**config.mk**
```make
export PLATFORM = sky130hd
export DESIGN_NAME = approx_prod_accumulator_flat
export DESIGN_NICKNAME = d
export VERILOG_FILES = /design/src/rtl/approx_acc_pkg.sv /design/src/rtl/approx_prod_accumulator_if.sv /design/src/rtl/approx_acc_adder.sv /design/src/rtl/approx_prod_accumulator.sv /design/src/flat_wrapper.sv
export SDC_FILE = /design/constraint.sdc
export NUM_CORES = 1
export LEC_CHECK = 0
export ABC_AREA = 1
export BUFFER_PORTS_ARGS = -buffer_cell sky130_fd_sc_hd__buf_2
export CORE_MARGIN = 2
export CORE_UTILIZATION = 35
export DETAILED_ROUTE_END_ITERATION = 16
export PLACE_DENSITY = 0.63
export SLEW_MARGIN = 5
export SYNTH_ARGS = -nofsm -noshare
export SYNTH_HDL_FRONTEND = slang
export SYNTH_SLANG_ARGS = --single-unit
```
**constraint.sdc**
```tcl
create_clock -name clk -period 3.46 [get_ports clk]
set_input_delay 0.692 -clock clk [delete_from_list [all_inputs] [get_ports clk]]
set_output_delay 0.692 -clock clk [all_outputs]
set_load 0.05 [all_outputs]
```
**src/rtl/approx_acc_pkg.sv**
```systemverilog
// Shared types and default sizing for the approximate-product accumulator.
// The optional ACC_SATURATE_EN build macro is consumed by approx_acc_adder.
package approx_acc_pkg;

    typedef enum logic [0:0] {
        IDLE = 1'b0,
        ACC  = 1'b1
    } acc_state_e;

    localparam int DEF_PROD_W  = 16;
    localparam int DEF_ACC_W   = 24;
    localparam int DEF_MAX_LEN = 256;

    // Width needed to hold a term count from 0 up to and including max_len.
    function automatic int calc_cnt_w(input int max_len);
        return $clog2(max_len + 1);
    endfunction

endpackage

```
**src/rtl/approx_prod_accumulator_if.sv**
```systemverilog
// Product-stream input and per-packet result output of the accumulator.
// master drives products and consumes results; slave is the accumulator.
interface approx_prod_accumulator_if
    import approx_acc_pkg::*;
#(
    parameter int PROD_W = DEF_PROD_W,
    parameter int ACC_W  = DEF_ACC_W,
    parameter int CNT_W  = calc_cnt_w(DEF_MAX_LEN)
);

    logic              in_valid;
    logic              in_ready;
    logic [PROD_W-1:0] in_prod;
    logic              in_last;
    logic              out_valid;
    logic              out_ready;
    logic [ACC_W-1:0]  out_sum;
    logic [CNT_W-1:0]  out_count;
    logic              out_ovf;

    modport master (
        output in_valid, in_prod, in_last, out_ready,
        input  in_ready, out_valid, out_sum, out_count, out_ovf
    );

    modport slave (
        input  in_valid, in_prod, in_last, out_ready,
        output in_ready, out_valid, out_sum, out_count, out_ovf
    );

endinterface

```
**src/rtl/approx_acc_adder.sv**
```systemverilog
// Combinational accumulate step: acc + zero-extended product, with carry.
// Build macro ACC_SATURATE_EN selects clamp-to-all-ones instead of wrap.
module approx_acc_adder
    import approx_acc_pkg::*;
#(
    parameter int ACC_W = DEF_ACC_W
) (
    input  logic [ACC_W-1:0] acc,
    input  logic [ACC_W:0]   prod_ext,
    output logic [ACC_W-1:0] acc_nxt,
    output logic             carry
);

`ifdef ACC_SATURATE_EN
    // Clamp on carry-out; an already all-ones acc stays all-ones.
    function automatic logic [ACC_W-1:0] limit_sum(input logic [ACC_W:0] raw);
        return raw[ACC_W] ? {ACC_W{1'b1}} : raw[ACC_W-1:0];
    endfunction
`else
    // Drop the carry bit so the sum wraps modulo 2^ACC_W.
    function automatic logic [ACC_W-1:0] limit_sum(input logic [ACC_W:0] raw);
        return raw[ACC_W-1:0];
    endfunction
`endif

    logic [ACC_W:0] raw_sum;

    // Full-width add keeps the carry-out visible for the overflow flag.
    always_comb begin
        raw_sum = {1'b0, acc} + prod_ext;
        carry   = raw_sum[ACC_W];
        acc_nxt = limit_sum(raw_sum);
    end

endmodule

```
**src/rtl/approx_prod_accumulator.sv**
```systemverilog
// Accumulates a valid/ready stream of unsigned products into one registered
// sum per packet (closed by in_last or by reaching MAX_LEN terms), with a
// term count and a sticky overflow flag. Build macro ACC_SATURATE_EN
// (handled in approx_acc_adder) switches wrap to saturating arithmetic.
module approx_prod_accumulator
    import approx_acc_pkg::*;
#(
    parameter int PROD_W  = DEF_PROD_W,
    parameter int ACC_W   = DEF_ACC_W,
    parameter int MAX_LEN = DEF_MAX_LEN,
    parameter int CNT_W   = calc_cnt_w(MAX_LEN)
) (
    input  logic                      clk,
    input  logic                      rst_n,
    approx_prod_accumulator_if.slave  bus
);

    acc_state_e       state, state_nxt;
    logic [ACC_W-1:0] acc, acc_nxt;
    logic [CNT_W-1:0] cnt, cnt_nxt;
    logic             ovf, ovf_nxt;

    logic [ACC_W-1:0] out_sum_q;
    logic [CNT_W-1:0] out_count_q;
    logic             out_ovf_q;
    logic             out_valid_q;

    logic             in_fire;
    logic             out_fire;
    logic             close_pkt;
    logic             load_out;
    logic [ACC_W-1:0] acc_base;
    logic [CNT_W-1:0] cnt_base;
    logic             ovf_base;
    logic [CNT_W-1:0] cnt_inc;
    logic [ACC_W:0]   prod_ext;
    logic [ACC_W-1:0] add_sum;
    logic             add_carry;

    // A new beat may enter whenever the result slot is empty or draining now.
    assign bus.in_ready  = !out_valid_q || bus.out_ready;
    assign in_fire       = bus.in_valid && bus.in_ready;
    assign out_fire      = out_valid_q && bus.out_ready;

    assign bus.out_valid = out_valid_q;
    assign bus.out_sum   = out_sum_q;
    assign bus.out_count = out_count_q;
    assign bus.out_ovf   = out_ovf_q;

    // IDLE starts from zero so the first beat of a packet seeds the sum.
    assign acc_base  = (state == IDLE) ? '0 : acc;
    assign cnt_base  = (state == IDLE) ? '0 : cnt;
    assign ovf_base  = (state == IDLE) ? 1'b0 : ovf;
    assign cnt_inc   = cnt_base + CNT_W'(1);
    assign prod_ext  = {{(ACC_W + 1 - PROD_W){1'b0}}, bus.in_prod};
    assign close_pkt = bus.in_last || (cnt_inc == CNT_W'(MAX_LEN));

    approx_acc_adder #(
        .ACC_W (ACC_W)
    ) u_adder (
        .acc      (acc_base),
        .prod_ext (prod_ext),
        .acc_nxt  (add_sum),
        .carry    (add_carry)
    );

    // State and running packet accumulator registers.
    always_ff @(posedge clk or negedge rst_n) begin
        if (!rst_n) begin
            state <= IDLE;
            acc   <= '0;
            cnt   <= '0;
            ovf   <= 1'b0;
        end else begin
            state <= state_nxt;
            acc   <= acc_nxt;
            cnt   <= cnt_nxt;
            ovf   <= ovf_nxt;
        end
    end

    // Next state: open or extend a packet on each beat, clear on close.
    always_comb begin
        state_nxt = state;
        acc_nxt   = acc;
        cnt_nxt   = cnt;
        ovf_nxt   = ovf;
        load_out  = 1'b0;
        if (in_fire) begin
            if (close_pkt) begin
                state_nxt = IDLE;
                acc_nxt   = '0;
                cnt_nxt   = '0;
                ovf_nxt   = 1'b0;
                load_out  = 1'b1;
            end else begin
                state_nxt = ACC;
                acc_nxt   = add_sum;
                cnt_nxt   = cnt_inc;
                ovf_nxt   = ovf_base | add_carry;
            end
        end
    end

    // Result slot: a closing beat loads it (even while the old result drains),
    // otherwise it holds until consumed.
    always_ff @(posedge clk or negedge rst_n) begin
        if (!rst_n) begin
            out_valid_q <= 1'b0;
            out_sum_q   <= '0;
            out_count_q <= '0;
            out_ovf_q   <= 1'b0;
        end else if (load_out) begin
            out_valid_q <= 1'b1;
            out_sum_q   <= add_sum;
            out_count_q <= cnt_inc;
            out_ovf_q   <= ovf_base | add_carry;
        end else if (out_fire) begin
            out_valid_q <= 1'b0;
        end
    end

endmodule

```
**src/flat_wrapper.sv**
```systemverilog
// flat-port wrapper written by rule: the top's interface ports become plain ports
module approx_prod_accumulator_flat import approx_acc_pkg::*;
#(
    parameter int PROD_W  = DEF_PROD_W,
    parameter int ACC_W   = DEF_ACC_W,
    parameter int MAX_LEN = DEF_MAX_LEN,
    parameter int CNT_W   = calc_cnt_w(MAX_LEN)
)
  (clk, rst_n, bus_in_valid, bus_in_prod, bus_in_last, bus_out_ready, bus_in_ready, bus_out_valid, bus_out_sum, bus_out_count, bus_out_ovf);
  approx_prod_accumulator_if #(.PROD_W(PROD_W), .ACC_W(ACC_W), .CNT_W(CNT_W)) bus_i ();
  input  logic clk;
  input  logic rst_n;
  input wire logic [$bits(bus_i.in_valid)-1:0] bus_in_valid;
  input wire logic [$bits(bus_i.in_prod)-1:0] bus_in_prod;
  input wire logic [$bits(bus_i.in_last)-1:0] bus_in_last;
  input wire logic [$bits(bus_i.out_ready)-1:0] bus_out_ready;
  output wire logic [$bits(bus_i.in_ready)-1:0] bus_in_ready;
  output wire logic [$bits(bus_i.out_valid)-1:0] bus_out_valid;
  output wire logic [$bits(bus_i.out_sum)-1:0] bus_out_sum;
  output wire logic [$bits(bus_i.out_count)-1:0] bus_out_count;
  output wire logic [$bits(bus_i.out_ovf)-1:0] bus_out_ovf;
  assign bus_i.in_valid = bus_in_valid;
  assign bus_i.in_prod = bus_in_prod;
  assign bus_i.in_last = bus_in_last;
  assign bus_i.out_ready = bus_out_ready;
  assign bus_in_ready = bus_i.in_ready;
  assign bus_out_valid = bus_i.out_valid;
  assign bus_out_sum = bus_i.out_sum;
  assign bus_out_count = bus_i.out_count;
  assign bus_out_ovf = bus_i.out_ovf;
  approx_prod_accumulator #(.PROD_W(PROD_W), .ACC_W(ACC_W), .MAX_LEN(MAX_LEN), .CNT_W(CNT_W)) u_core (.clk(clk), .rst_n(rst_n), .bus(bus_i));
endmodule
```
* After elaboration in Yosys (flattened, before gate mapping) *
Cells that the tools add are included.

storage, ports and cells
  logic and storage cells = 29
  bits in registers = 70
  output and inout bits = 36
  input bits = 21

operators by class
  reduce and logical (&&, ||, !) cells = 6
  $add $sub $neg = 2
  muxes and demuxes = 11
  eq/ne operators = 1
  bitwise operators = 1

operators by type and width
  operator                                                       number
  24-bit 2-to-1 mux                                              2
  24-bit by 16-bit adder with 25-bit output                      1
  9-bit 2-to-1 mux                                               2
  9-bit by 1-bit adder with 9-bit output, second input constant  1
  9-bit == test, second input constant                           1
  1-bit 2-to-1 mux                                               7
  1-bit logical AND                                              2
  1-bit logical OR                                               2
  2-bit nonzero test                                             1
  1-bit logical NOT                                              1
  1-bit OR                                                       1

* Longest topological paths before layout *
  depth after elaboration = 7
  mapped depth = 21
  depth with buffers taken out = 15

* Hierarchy *
From an unflattened synthesis, not the netlist that was laid out.

unflattened totals
  cells, all modules = 801
  area, all modules = 5186.2 µm²

by module, submodules not included
  module                   cells an instance  sequential area each (µm²)  area an instance (µm²)  instances
  approx_prod_accumulator  423                1751.7                      3338.2                  1
  approx_acc_adder         378                0.0                         1848.0                  1

* Worst setup path before layout *
OpenSTA, ideal clock, no wires.

  kind = reg-to-reg
  from = reg u_core.state
  to = reg u_core.out_ovf_q, in the netlist u_core.bus.out_ovf
  data arrival time = 2677 ps
  clock period less this slack = 2797 ps
  cell stages (with the launch flop) = 20
  setup slack = 663 ps
  path buffers = 5
  required time = 3341 ps
  library setup time = 119 ps
  cell sequence = dfrtp_1 -> buf_4 -> buf_4 -> buf_4 -> clkbuf_1 -> clkbuf_1 -> nand2_1 -> inv_1 -> ha_1 -> fa_1 -> nand3_1 -> nand3_1 -> nand2_1 -> nand2_1 -> nand2_1 -> nand2_1 -> nand2_1 -> o21ai_0 -> nand3_1 -> nand2_1

on the way
  longest elaborated chain between the ends = 6
  elaborated cells on any way between the ends = 10
  those cells by class = add/sub (2); eq/ne (1); mux (5); bitwise (1); reduce/logical (1)

ends and longest elaborated chain
  item                                    line                            text
  start, declared                         approx_prod_accumulator.sv:18   acc_state_e state, state_nxt;
  start signal, assigned                  approx_prod_accumulator.sv:75   state <= state_nxt;
  9-bit 2-to-1 mux                        approx_prod_accumulator.sv:52   assign cnt_base = (state == IDLE) ? '0 : cnt;
  9-bit by 1-bit adder with 9-bit output  approx_prod_accumulator.sv:54   assign cnt_inc = cnt_base + CNT_W'(1);
  9-bit == test                           approx_prod_accumulator.sv:56   assign close_pkt = bus.in_last || (cnt_inc == CNT_W'(MAX_LEN));
  1-bit logical OR                        approx_prod_accumulator.sv:56
  1-bit 2-to-1 mux                        approx_prod_accumulator.sv:90   if (close_pkt) begin
  1-bit 2-to-1 mux                        approx_prod_accumulator.sv:89   if (in_fire) begin
  end signal, assigned                    approx_prod_accumulator.sv:117  out_ovf_q <= ovf_base | add_carry;
  end, declared                           approx_prod_accumulator.sv:25   logic out_ovf_q;

Several ways; a longest one is shown, not always the timed one.
A chain may end at the register's enable or synchronous reset.

* Worst setup path after layout *
Same ends and word-level chain as after synthesis.

==> impl_metrics.json <==
{
  "wl_per_cell_um": 12.6,
  "r2r-start": "u_core.state$_DFFE_PN0P_",
  "cts_buffer_depth": 2,
  "crit_path_end_kind": "register",
  "mostFrequentLayoutCell": "nand2_1",
  "p_leak_nw": 3.20,
  "cts_tree": "built",
  "crit_end": "u_core.bus.out_ovf$_DFFE_PN0P_",
  "power_density_nw_per_um2": 519,
  "r2r_end": "u_core.bus.out_ovf$_DFFE_PN0P_",
  "finalSetupViolCount": 0,
  "vias": 4206,
  "skew_ns": 0.00887,
  "synth_compound_area_share_pct": 2.43,
  "route.detailed.drc": 0,
  "htree_levels": 3,
  "crit_path_start_kind": "register",
  "core_sq_um": 12700,
  "tightest_slew_ns": 0.919,
  "cp.required_ns": 3.74,
  "period_needed_ns": 2.79,
  "outcome": "finished clean",
  "port_buffers": 56,
  "syn_area_per_cell_sq_um": 6.71,
  "synth_top_family_by_area": "simple AND/OR/NAND/NOR gates",
  "globalplace.congestion": 0.888,
  "groute.usage.overall_pct": 17.1,
  "fin_ws_ns": 0.674,
  "synth-xor-area-share_pct": 2.30,
  "synth.mux.area_fraction_pct": 0,
  "maxCapViolations": 0,
  "hold_path_class": "in -> async",
  "synth_cells": 682,
  "fmax_mhz": 359,
  "final_cell_area_sq_um": 5340,
  "instances_no_fill": 912,
  "ctsResizeCount": 0,
  "crit_path_start": "u_core.state$_DFFE_PN0P_",
  "cts_buffers": 9,
  "finalPower_mw": 2.77,
  "pre_cts_ws_ns": 0.719,
  "grt_pass1_wl_um": 19500,
  "rsz0062_at_grt": "no",
  "antenna_cells": 0,
  "holdBufCountCts": 0,
  "cp_max_fo": 14,
  "synthToLayoutAreaGrowth_pct": 16.6,
  "fin_crit_sh_pct": 80.5,
  "setup_tns_ns": 0,
  "synthAdderAreaFrac_pct": 5.36,
  "ys_seq_area_share_pct": 38.3,
  "ant_nets": 0,
  "cts_setup_buffers": 0,
  "r2r_cells": 15,
  "crit_type": "reg -> reg",
  "clock_latency_ns": 0.34,
  "ys_ff_latch": 70,
  "final_cell_mix": "334 x nand2_1, 84 x inv_1, 70 x dfrtp_1",
  "clock-sinks": 70,
  "arrival_ns": 3.06,
  "grt_pass1_vias": 4049,
  "first_pass_iters": 4,
  "die_x_um": 118,
  "yosysUniqueCellTypes": 24,
  "maxSlewHeadroom_pct": 38.7,
  "syn_nets": 722,
  "initial_core_util_pct": 36.1,
  "nets": 775,
  "viasPerCell": 4.61,
  "cts-root-buf": "clkbuf_16",
  "ir_drop_mv": 0.239,
  "grt_max_degree": 71,
  "finish.utilization_pct": 42.1,
  "dieArea_sq_um": 14000,
  "dpl.cell_count": 896,
  "syn_area_sq_um": 4580,
  "drive_above_1_share_pct": 12.0,
  "die_h_um": 118,
  "drt_wl_total_um": 11500,
  "drt_iter0_drc": 292,
  "whs_ns": 0.449,
  "grt_overflow": 0,
  "drv_slew": 0,
  "yosys.area_share.simple_pct": 41.8,
  "yosys_warnings": 0,
  "pin_count": 57,
  "reg2reg_setup_slack_ns": 0.67,
  "grt_antenna_before_repair": 0,
  "path_clk_slew_ns": 0.06,
  "finalHoldViolCount": 0,
  "place_area_sq_um": 4980,
  "place_hpwl_um": 8130,
  "rows": 41
}
## kinds of logic after synthesis
family          count (synthesis)
compound gates                 22
xor+xnor                       12
fa+ha+maj                      19
buf+inv                       104
flops                          70
simple gates                  455
## per-layer routing
metal  part of all wire (%)  global-route usage, %
met1                     49                   23.3
met2                     45                   27.7
met3                    4.0                   3.04
met4                    1.4                   5.35
met5                      0                      0
## critical path, cell delays in order, from the launching register on
cell and delay, ns:
dfrtp_1 0.60, buf_4 0.30, nand2_1 0.07, inv_1 0.05, ha_1 0.20, fa_1 0.28
nand3_1 0.09, nand3_1 0.14, nand2_1 0.08, nand2_1 0.15, nand2_1 0.08, nand2_1 0.14
nand2_1 0.09, o21ai_0 0.24, nand3_1 0.12, nand2_1 0.08
## cell usage after synthesis
cell type | number | area, sq um
buf_4 | 6 | 45.0
buf_6 | 5 | 56.3
nand3_2 | 1 | 10.0
nor2_4 | 4 | 45.0
clkbuf_1 | 8 | 30.0
dfrtp_1 | 70 | 1750
nand4_1 | 6 | 37.5
nand2_2 | 3 | 18.8
nand3b_1 | 13 | 97.6
nor3_1 | 4 | 20.0
or2_2 | 1 | 6.26
o21ai_0 | 12 | 60.1
inv_1 | 84 | 315
inv_2 | 1 | 3.75
nand3_1 | 60 | 300
fa_1 | 1 | 20.0
nand2_4 | 2 | 22.5
xor2_1 | 8 | 70.1
o22ai_1 | 1 | 6.26
a21oi_1 | 9 | 45.0
xnor2_1 | 4 | 35.0
nand2_1 | 334 | 1250
nor2_1 | 27 | 101
ha_1 | 18 | 225
## cell type report
type                            instances  area, sq um
Fill cell                            1337         7330
Multi-Input combinational cell        508         2370
Sequential cell                        70         1750
Timing Repair Buffer                   61          320
Inverter                               85          319
Clock buffer                           10          239
Tap cell                              172          215
Clock inverter                          6          116
## how the worst min path moves through the flow
stage                                   startpoint                                   to  slack (ns)
2_1_floorplan                                rst_n            u_core.acc[0]$_DFFE_PN0P_        0.40
3_3_place_gp   u_core.bus.out_count[0]$_DFFE_PN0P_  u_core.bus.out_count[0]$_DFFE_PN0P_        0.45
3_5_place_dp    u_core.bus.out_sum[10]$_DFFE_PN0P_   u_core.bus.out_sum[10]$_DFFE_PN0P_        0.45
4_1_cts         u_core.bus.out_sum[10]$_DFFE_PN0P_   u_core.bus.out_sum[10]$_DFFE_PN0P_        0.47
5_1_grt        u_core.bus.out_count[2]$_DFFE_PN0P_  u_core.bus.out_count[2]$_DFFE_PN0P_        0.48
6_report                                     rst_n           u_core.acc[14]$_DFFE_PN0P_        0.45
## where the power goes
part	total [mW]	switching [mW]	internal (mW)	leakage [nW]
registers	0.962	0.0516	0.910	0.930
clock network	1.11	0.383	0.729	0.173
logic	0.694	0.515	0.179	2.10
total	2.77	0.950	1.82	3.20
## state kept, by name (all words and copies together) (netlist names)
| register | flops |
|---|---|
| u_core.acc | 24 |
| u_core.bus.out_count | 9 |
| u_core.bus.out_ovf | 1 |
| u_core.bus.out_sum | 24 |
| u_core.bus.out_valid | 1 |
| u_core.cnt | 9 |
| u_core.ovf | 1 |
| u_core.state | 1 |
(Power assumes the default switching activity.)
